===== config.mk =====
export PLATFORM = sky130hd
export DESIGN_NAME = noc_credit_link
export DESIGN_NICKNAME = d
export VERILOG_FILES = /design/src/rtl/noc_credit_link.sv
export SDC_FILE = /design/constraint.sdc
export NUM_CORES = 1
export LEC_CHECK = 0
export ABC_AREA = 1
export BUFFER_PORTS_ARGS = -buffer_cell sky130_fd_sc_hd__buf_2
export CAP_MARGIN = 20
export CELL_PAD_IN_SITES_DETAIL_PLACEMENT = 0
export CELL_PAD_IN_SITES_GLOBAL_PLACEMENT = 1
export CORE_AREA = 2 2 432 434
export DETAILED_ROUTE_END_ITERATION = 10
export DIE_AREA = 0 0 434 436
export HOLD_SLACK_MARGIN = 0.03
export PLACE_DENSITY_LB_ADDON = 0.1
export RECOVER_POWER = 25
export SYNTH_ARGS = -nofsm -noshare
export SYNTH_HDL_FRONTEND = slang
export SYNTH_SLANG_ARGS = --single-unit
export TNS_END_PERCENT = 20

===== constraint.sdc =====
create_clock -name clk_noc -period 73.8 [get_ports clk_noc]
set_input_delay 14.76 -clock clk_noc [delete_from_list [all_inputs] [get_ports clk_noc]]
set_output_delay 14.76 -clock clk_noc [all_outputs]
set_load 0.1 [all_outputs]

===== src/rtl/noc_credit_link.sv =====
// Pipelined router-to-router link per channel: flit and credit paths delayed NUM_PIPELINE cycles (0 = wires), credit counter, packet FSM, sticky errors.
// No backpressure: can_send is advisory and flits are always forwarded; NOC_CREDIT_LINK_STATS_EN adds flit/packet counters.
module noc_credit_link #(
  parameter int NUM_CHANNELS = 4,
  parameter int FLIT_WIDTH   = 128,
  parameter int DEST_WIDTH   = 6,
  parameter int NUM_PIPELINE = 2,
  parameter int CREDIT_DEPTH = 1,
  parameter int CNT_WIDTH    = 16
) (
  input  logic                                             clk_noc,
  input  logic                                             rst_noc,
  input  logic [0:NUM_CHANNELS-1][FLIT_WIDTH-1:0]          data_in,
  input  logic [0:NUM_CHANNELS-1][DEST_WIDTH-1:0]          dest_in,
  input  logic [0:NUM_CHANNELS-1]                          is_tail_in,
  input  logic [0:NUM_CHANNELS-1]                          send_in,
  output logic [0:NUM_CHANNELS-1]                          credit_out,
  output logic [0:NUM_CHANNELS-1][FLIT_WIDTH-1:0]          data_out,
  output logic [0:NUM_CHANNELS-1][DEST_WIDTH-1:0]          dest_out,
  output logic [0:NUM_CHANNELS-1]                          is_tail_out,
  output logic [0:NUM_CHANNELS-1]                          send_out,
  input  logic [0:NUM_CHANNELS-1]                          credit_in,
  output logic [0:NUM_CHANNELS-1]                          can_send,
  output logic [0:NUM_CHANNELS-1][$clog2(CREDIT_DEPTH+1)-1:0] credit_count,
  output logic [0:NUM_CHANNELS-1]                          pkt_open,
  output logic [0:NUM_CHANNELS-1]                          overflow_err,
  output logic [0:NUM_CHANNELS-1]                          underflow_err
`ifdef NOC_CREDIT_LINK_STATS_EN
  ,
  input  logic                                             stats_clr,
  output logic [0:NUM_CHANNELS-1][CNT_WIDTH-1:0]           flit_count,
  output logic [0:NUM_CHANNELS-1][CNT_WIDTH-1:0]           pkt_count
`endif
);

  localparam int            CW      = $clog2(CREDIT_DEPTH+1);
  localparam logic [CW-1:0] CNT_MAX = CW'(CREDIT_DEPTH);
  localparam logic [0:0]    ST_IDLE = 1'b0;
  localparam logic [0:0]    ST_BODY = 1'b1;

  typedef struct packed {
    logic                  send;
    logic                  tail;
    logic [DEST_WIDTH-1:0] dest;
    logic [FLIT_WIDTH-1:0] data;
  } flit_t;

  for (genvar c = 0; c < NUM_CHANNELS; c++) begin : g_ch
    flit_t         flit_in_c;
    flit_t         flit_out_c;
    logic          crd_c;
    logic          snd_c;
    logic [CW-1:0] cnt_q;
    logic          ovf_q;
    logic          unf_q;
    logic [0:0]    st_q;

    assign snd_c     = send_in[c];
    assign flit_in_c = '{send: send_in[c], tail: is_tail_in[c], dest: dest_in[c], data: data_in[c]};

    if (NUM_PIPELINE == 0) begin : g_comb
      assign flit_out_c = flit_in_c;
      assign crd_c      = credit_in[c];
    end else begin : g_pipe
      flit_t fwd_q [NUM_PIPELINE];
      logic  crd_q [NUM_PIPELINE];

      always_ff @(posedge clk_noc or posedge rst_noc) begin
        if (rst_noc) begin
          for (int s = 0; s < NUM_PIPELINE; s++) begin
            fwd_q[s] <= '0;
            crd_q[s] <= 1'b0;
          end
        end else begin
          fwd_q[0] <= flit_in_c;
          crd_q[0] <= credit_in[c];
          for (int s = 1; s < NUM_PIPELINE; s++) begin
            fwd_q[s] <= fwd_q[s-1];
            crd_q[s] <= crd_q[s-1];
          end
        end
      end

      assign flit_out_c = fwd_q[NUM_PIPELINE-1];
      assign crd_c      = crd_q[NUM_PIPELINE-1];
    end

    // The counter is fed by the delayed credit, i.e. the credit as seen by upstream.
    always_ff @(posedge clk_noc or posedge rst_noc) begin
      if (rst_noc) begin
        cnt_q <= CNT_MAX;
        ovf_q <= 1'b0;
        unf_q <= 1'b0;
        st_q  <= ST_IDLE;
      end else begin
        if (snd_c && !crd_c) begin
          if (cnt_q == '0) ovf_q <= 1'b1;
          else             cnt_q <= cnt_q - CW'(1);
        end else if (crd_c && !snd_c) begin
          if (cnt_q == CNT_MAX) unf_q <= 1'b1;
          else                  cnt_q <= cnt_q + CW'(1);
        end
        if (snd_c) begin
          case (st_q)
            ST_IDLE: if (!is_tail_in[c]) st_q <= ST_BODY;
            default: if (is_tail_in[c])  st_q <= ST_IDLE;
          endcase
        end
      end
    end

    assign data_out[c]      = flit_out_c.data;
    assign dest_out[c]      = flit_out_c.dest;
    assign is_tail_out[c]   = flit_out_c.tail;
    assign send_out[c]      = flit_out_c.send;
    assign credit_out[c]    = crd_c;
    assign credit_count[c]  = cnt_q;
    assign can_send[c]      = (cnt_q != '0);
    assign pkt_open[c]      = (st_q == ST_BODY);
    assign overflow_err[c]  = ovf_q;
    assign underflow_err[c] = unf_q;

`ifdef NOC_CREDIT_LINK_STATS_EN
    logic [CNT_WIDTH-1:0] flit_q;
    logic [CNT_WIDTH-1:0] pkt_q;

    always_ff @(posedge clk_noc or posedge rst_noc) begin
      if (rst_noc) begin
        flit_q <= '0;
        pkt_q  <= '0;
      end else if (stats_clr) begin
        flit_q <= '0;
        pkt_q  <= '0;
      end else begin
        if (snd_c)                  flit_q <= flit_q + CNT_WIDTH'(1);
        if (snd_c && is_tail_in[c]) pkt_q  <= pkt_q + CNT_WIDTH'(1);
      end
    end

    assign flit_count[c] = flit_q;
    assign pkt_count[c]  = pkt_q;
`endif
  end

endmodule


==> results.json, run 1 <==
{
  "clk_pin_slew_ns": 0.06,
  "synth_area_leader_cell": "dfrtp_1",
  "synth.area.top_cells": "dfrtp_1, buf_4, ha_1",
  "max_slew_margin_pct": 35.48,
  "vias_per_cell": 2.941,
  "cts_resized": 0,
  "cap_violations": 0,
  "cp-end-kind": "async pin",
  "hold_path_class": "flip-flop to flip-flop",
  "holdPathStages": 0,
  "drive_gt1_share_pct": 53.22,
  "synth_area_per_cell_um2": 18.65,
  "yosys.area_share.simple_pct": 0.2003,
  "cts.sinks": 1112,
  "critical_path_arrival_ns": 20.59,
  "crit_fanout": 130,
  "drt-pass1-iter-count": 4,
  "critPathRequiredTime_ns": 74.53,
  "setup_tns_ns": 0,
  "gr-total-overflow": 0,
  "hold_path_end": "data_out[119]",
  "fmax_mhz": 50.34,
  "antenna_found_initial": 78,
  "die_h_um": 436,
  "crit_chain": "buf_2 > inv_8 > buf_4 > buf_4 > buf_4 > buf_4 > buf_4 > buf_4",
  "path_class": "primary input to async pin",
  "setup_viol": 0,
  "ys_ff_latch": 1112,
  "hold_violations": 0,
  "rsz0062_at_grt": "no",
  "synth.area.mux_share_pct": 0,
  "dpl_cell_area_mm2": 0.03702,
  "ir_drop_mv": 0.01694,
  "cts-htree-levels": 4,
  "finalPower_mw": 1.490,
  "critPathTopFamily": "buffers and inverters",
  "grt_use_total_pct": 10.55,
  "fin_area_mm2": 0.04159,
  "worstReg2RegStart": "g_ch[1].crd_c",
  "gp_congestion": 0.7970,
  "multi_input_area_um2": 300.3,
  "drv_slew": 0,
  "grt_max_degree": 131,
  "synth_top_family_by_area": "buffers and inverters",
  "timing.hold.ws_ns": 0.3225,
  "synth_xor_area_share_pct": 0,
  "wl_per_cell_um": 19.81,
  "rows": 158,
  "r2r_slack_ns": 72.82,
  "drc": 0,
  "clock_skew_ns": 0.03294,
  "path_buf_inv": 8,
  "syn_inst": 1741,
  "numCtsBuffers": 134,
  "cts_tree": "done",
  "die-area_mm2": 0.1892,
  "reg2reg_depth": 2,
  "syn-cell-area_mm2": 0.03247,
  "holdCritStartpoint": "g_ch[3].g_pipe.fwd_q[255]",
  "finalCritPeriodShare_pct": 26.92,
  "wirelength_mm": 99.93,
  "ant_nets": 0,
  "cts-root-buf": "clkbuf_16",
  "p_leak_nw": 19.86,
  "synthDistinctLibCells": 11,
  "syn_nets": 2303,
  "cpMaxStageDelayCell": "buf_4",
  "area_delta_synth_final_pct": 28.07,
  "period_needed_ns": 19.86,
  "start_kind": "primary input",
  "worstMarginPinSlew_ns": 0.9677,
  "ys_seq_area_share_pct": 85.70,
  "postCtsSetupBuffers": 0,
  "drt_iter0_markers": 505,
  "synth_fa_ha_area_share_pct": 0.4623,
  "fill_cells": 19670,
  "regArea_mm2": 0.02783,
  "initial_core_util_pct": 17.59,
  "die_w_um": 434,
  "grt_pass1_wl_mm": 138.4,
  "synth_top_area_share_pct": 85.38,
  "slowest_delay_ns": 0.86,
  "dp_hpwl_mm": 78.12,
  "cts_hold_buf": 0,
  "place.port_buffers": 1117,
  "vias": 14840,
  "core_mm2": 0.1846,
  "fin_cells": 5045,
  "first_global_vias": 16850,
  "r2r_end": "g_ch[1].cnt_q",
  "synth-compound-area-share_pct": 0.2620,
  "place_inst": 4785,
  "path_common_cell": "buf_4",
  "powerDensity_mw_per_mm2": 35.83,
  "clockBufferDepth": 3,
  "yosysWarnings": 0,
  "io_pins": 1118,
  "clock_latency_ns": 0.76,
  "status": "completed",
  "final_nets": 3003
}
[worst max path at each step]
stage | start | end | cells past startpoint
6_report | rst_noc | data_out[28] | 8
5_1_grt | rst_noc | data_out[28] | 8
3_5_place_dp | rst_noc | data_out[217] | 8
2_1_floorplan | rst_noc | data_out[0] | 1
3_3_place_gp | rst_noc | data_out[134] | 8
4_1_cts | rst_noc | dest_out[22] | 8
[placed cells by master (no fill, tap or decap)]
cell type   instances
clkbuf_16         137
buf_4              15
bufinv_16           9
dfstp_2             4
nand2_1            12
diode_2            17
clkinvlp_4          3
o21bai_1            4
o21ai_0             4
ha_1               12
inv_6               8
clkinv_8            4
o21ai_2             4
inv_8               1
inv_2               4
dfrtp_1          1108
clkbuf_8           34
inv_1              16
clkinv_2           16
nand3_1             4
clkbuf_1           32
buf_2            1117
[power by group]
group	switching [mW]	leakage, nW	internal [mW]
logic	0.153	4.70	0.0219
registers	0.00945	12.9	0.641
clock network	0.257	2.22	0.408
total	0.420	19.9	1.07
[Yosys cell counts]
| library cell | number |
|---|---|
| dfstp_2 | 4 |
| nand3_1 | 4 |
| o21ai_0 | 4 |
| o21ai_2 | 4 |
| inv_2 | 4 |
| buf_4 | 568 |
| ha_1 | 12 |
| nand2_1 | 12 |
| inv_1 | 17 |
| dfrtp_1 | 1108 |
| o21bai_1 | 4 |
[cell type report]
cell class / count / area share [%]
timing repair buffer: 1132 / 13.71
clock inverter: 40 / 1.221
multi-input combinational: 40 / 0.7220
clock buffer: 203 / 9.657
inverter: 21 / 0.2076
antenna: 17 / 0.1023
tap: 2480 / 7.461
sequential: 1112 / 66.92
[logic make-up (layout without fill, tap and decap cells)]
kind of cell,Yosys count,in the layout
AOI/OAI and AO/OA,12,12
adders and majority gates,12,12
buffers and inverters,589,1396
DFF,1112,1112
other,0,17
and+or+nand+nor,16,16
[metal layers]
layer	up-vias	routed length, um	global-route usage, %	share of wire (%)
met5	-	183	0	0.18
met4	28	2905	3.332	2.9
met3	256	8190	4.074	8.2
met2	697	56220	20.07	56
met1	7614	32430	10.32	32
li1	6240	-	-	-
[flip-flops by register name, indices dropped and copies added, names as in the netlist]
name / flops
dest_out: 24
g_ch.unf_q: 4
g_ch.g_pipe.crd_q: 4
g_ch.ovf_q: 4
g_ch.cnt_q: 4
data_out: 512
g_ch.st_q: 4
send_out: 4
g_ch.crd_c: 4
is_tail_out: 4
g_ch.g_pipe.fwd_q: 544
[per-stage QoR]
step	setup slack, ns	util [%]
finish	53.94	22.53
global route	52.86	22.51
CTS	53.60	22.50
detailed placement	52.74	20.05
global placement	53.00	20.05
floorplan	27.74	-
(Power assumes the default switching activity.)
==> inputs of run 2 (changes only) <==
==> constraint.sdc (replaced) <==
create_clock -name clk_noc -period 19.3 [get_ports clk_noc]
set_input_delay 3.86 -clock clk_noc [delete_from_list [all_inputs] [get_ports clk_noc]]
set_output_delay 3.86 -clock clk_noc [all_outputs]
set_load 0.1 [all_outputs]
==> run 2 against run 1 <==
Sequential cell count is the same. Cell area shrank 0.37%. Setup slack lost 42 ns. Clock-buffer cell count shrank 7. Clock power grew to 3.7 times the previous value. Worst hold slack gained 0.0095 ns. Sequential power grew to 3.8 times the previous value. Power grew to 3.8 times the previous value.
==> results.json, run 2 (synthesis gave the netlist of run 1 again) <==
{
  "p_sw_share_pct": 28.87,
  "p_leak_nw": 19.78,
  "setup_tns_ns": 0,
  "drc": 0,
  "initial_core_util_pct": 17.59,
  "drv_slew": 0,
  "cts_hold_buf": 0,
  "dpl_cell_area_mm2": 0.03704,
  "seq_power_share_pct": 44.3,
  "clock_skew_ns": 0.01964,
  "start_kind": "primary input",
  "vias_per_cell": 2.936,
  "cap_violations": 0,
  "numCtsBuffers": 134,
  "cts.sinks": 1112,
  "worstMarginPinSlew_ns": 1.044,
  "reg2reg_depth": 2,
  "powerDensity_mw_per_mm2": 135.4,
  "gp_congestion": 0.7959,
  "core_mm2": 0.1846,
  "regMostFlops": "g_ch.g_pipe.fwd_q",
  "cts_resized": 0,
  "die-area_mm2": 0.1892,
  "crit_fanout": 143,
  "grt_pass1_wl_mm": 135.9,
  "fin_area_mm2": 0.04144,
  "critical_path_arrival_ns": 7.88,
  "drive_gt1_share_pct": 52.99,
  "largest_reg_flops": 544,
  "clk_pin_slew_ns": 0.05,
  "fill_cells": 19640,
  "drt-pass1-iter-count": 4,
  "hold_violations": 0,
  "power_switching_mw": 1.620,
  "finalCritPeriodShare_pct": 37.05,
  "hold_path_class": "flip-flop to flip-flop",
  "gr-total-overflow": 0,
  "grt_max_degree": 170,
  "wirelength_mm": 98.57,
  "antenna_found_initial": 93,
  "drt_iter0_markers": 551,
  "fmax_mhz": 139.8,
  "first_global_vias": 16900,
  "grt_use_total_pct": 10.40,
  "final_cell_mix": "buf_2, dfrtp_1, clkbuf_16",
  "rows": 158,
  "p_comb_share_pct": 11.9,
  "ant_nets": 0,
  "max_slew_margin_pct": 30.39,
  "die_h_um": 436,
  "rsz0062_at_grt": "no",
  "p_clk_share_pct": 43.7,
  "critPathRequiredTime_ns": 20.03,
  "place.port_buffers": 1117,
  "postCtsSetupBuffers": 0,
  "period_needed_ns": 7.151,
  "clockBufferDepth": 3,
  "path_class": "primary input to async pin",
  "area_delta_synth_final_pct": 27.60,
  "vias": 14810,
  "holdPathStages": 0,
  "status": "completed",
  "cts_tree": "done",
  "clock_latency_ns": 0.76,
  "die_w_um": 434,
  "p_int_mw": 3.991,
  "ir_drop_mv": 0.06490,
  "io_pins": 1118,
  "final_nets": 3001,
  "cts-root-buf": "clkbuf_16",
  "cts-htree-levels": 4,
  "cp-end-kind": "async pin",
  "setup_viol": 0,
  "dp_hpwl_mm": 76.89,
  "wl_per_cell_um": 19.55,
  "mostFrequentLayoutCell": "buf_2"
}
[run 2: changes by cell type in the layout (fill, tap and decap cells not counted), moves of 4 or more]
cell       change
clkinv_2       +7
clkbuf_8       -8
buf_4          -5
clkbuf_1       +4
inv_16         +4
bufinv_16      -5
[run 2: worst max-delay path, stage by stage]
cell and delay [ns]:
buf_2 0.12, clkinvlp_4 0.59, buf_4 0.75, buf_12 0.56
buf_4 0.77, buf_4 0.85
[run 2: routing by layer]
layer,up-vias,share of wire (%),GRT usage [%]
met5,-,0.20,0
met4,30,3.9,4.323
met3,286,9.4,4.585
met2,736,54,19.10
met1,7512,32,9.964
li1,6244,-,-
[run 2: power by group through the flow]
stage          registers (mW)  clock network (mW)  logic, mW
6_report                 2.49                2.45      0.670
5_1_grt                  2.50                2.66      0.695
4_1_cts                  2.49                2.57      0.683
3_5_place_dp             2.53                   0      0.682
3_3_place_gp             2.53                   0      0.681
2_1_floorplan            2.53                   0      0.604
[run 2: final cells by class]
class,count,area (um2),share of cell area (%)
Sequential cell,1112,27830,67.16
Timing Repair Buffer,1130,5724,13.81
Tap cell,2480,3103,7.488
Clock inverter,45,481.7,1.162
Clock buffer,196,3867,9.333
Antenna cell,19,47.55,0.1147
Inverter,21,82.58,0.1993
Multi-Input combinational cell,40,300.3,0.7247
[run 2: per-stage QoR]
stage	worst slack (ns)	total power, mW	instances	hold WS [ns]	util [%]
2_1_floorplan	0.09843	3.132	1741	0.3312	-
3_3_place_gp	11.29	3.209	4783	0.3310	20.06
3_5_place_dp	11.09	3.213	4783	0.3347	20.06
4_1_cts	11.96	5.740	5024	0.3344	22.42
5_1_grt	11.42	5.857	5035	0.3343	22.43
6_report	12.15	5.611	5043	0.3320	22.44
[run 2: worst paths after layout]
check / startpoint / endpoint / slack [ns]
worst min register to register: g_ch[3].g_pipe.fwd_q[160] / data_out[24] / 0.33
min in group asynchronous: rst_noc / data_out[327] / 3.31
worst max register to register: g_ch[2].crd_c / g_ch[2].cnt_q / 18.33
max in group clk_noc: g_ch[1].cnt_q / can_send[1] / 13.59
worst min-delay path: g_ch[3].g_pipe.fwd_q[160] / data_out[24] / 0.33
worst max-delay path: rst_noc / data_out[353] / 12.15
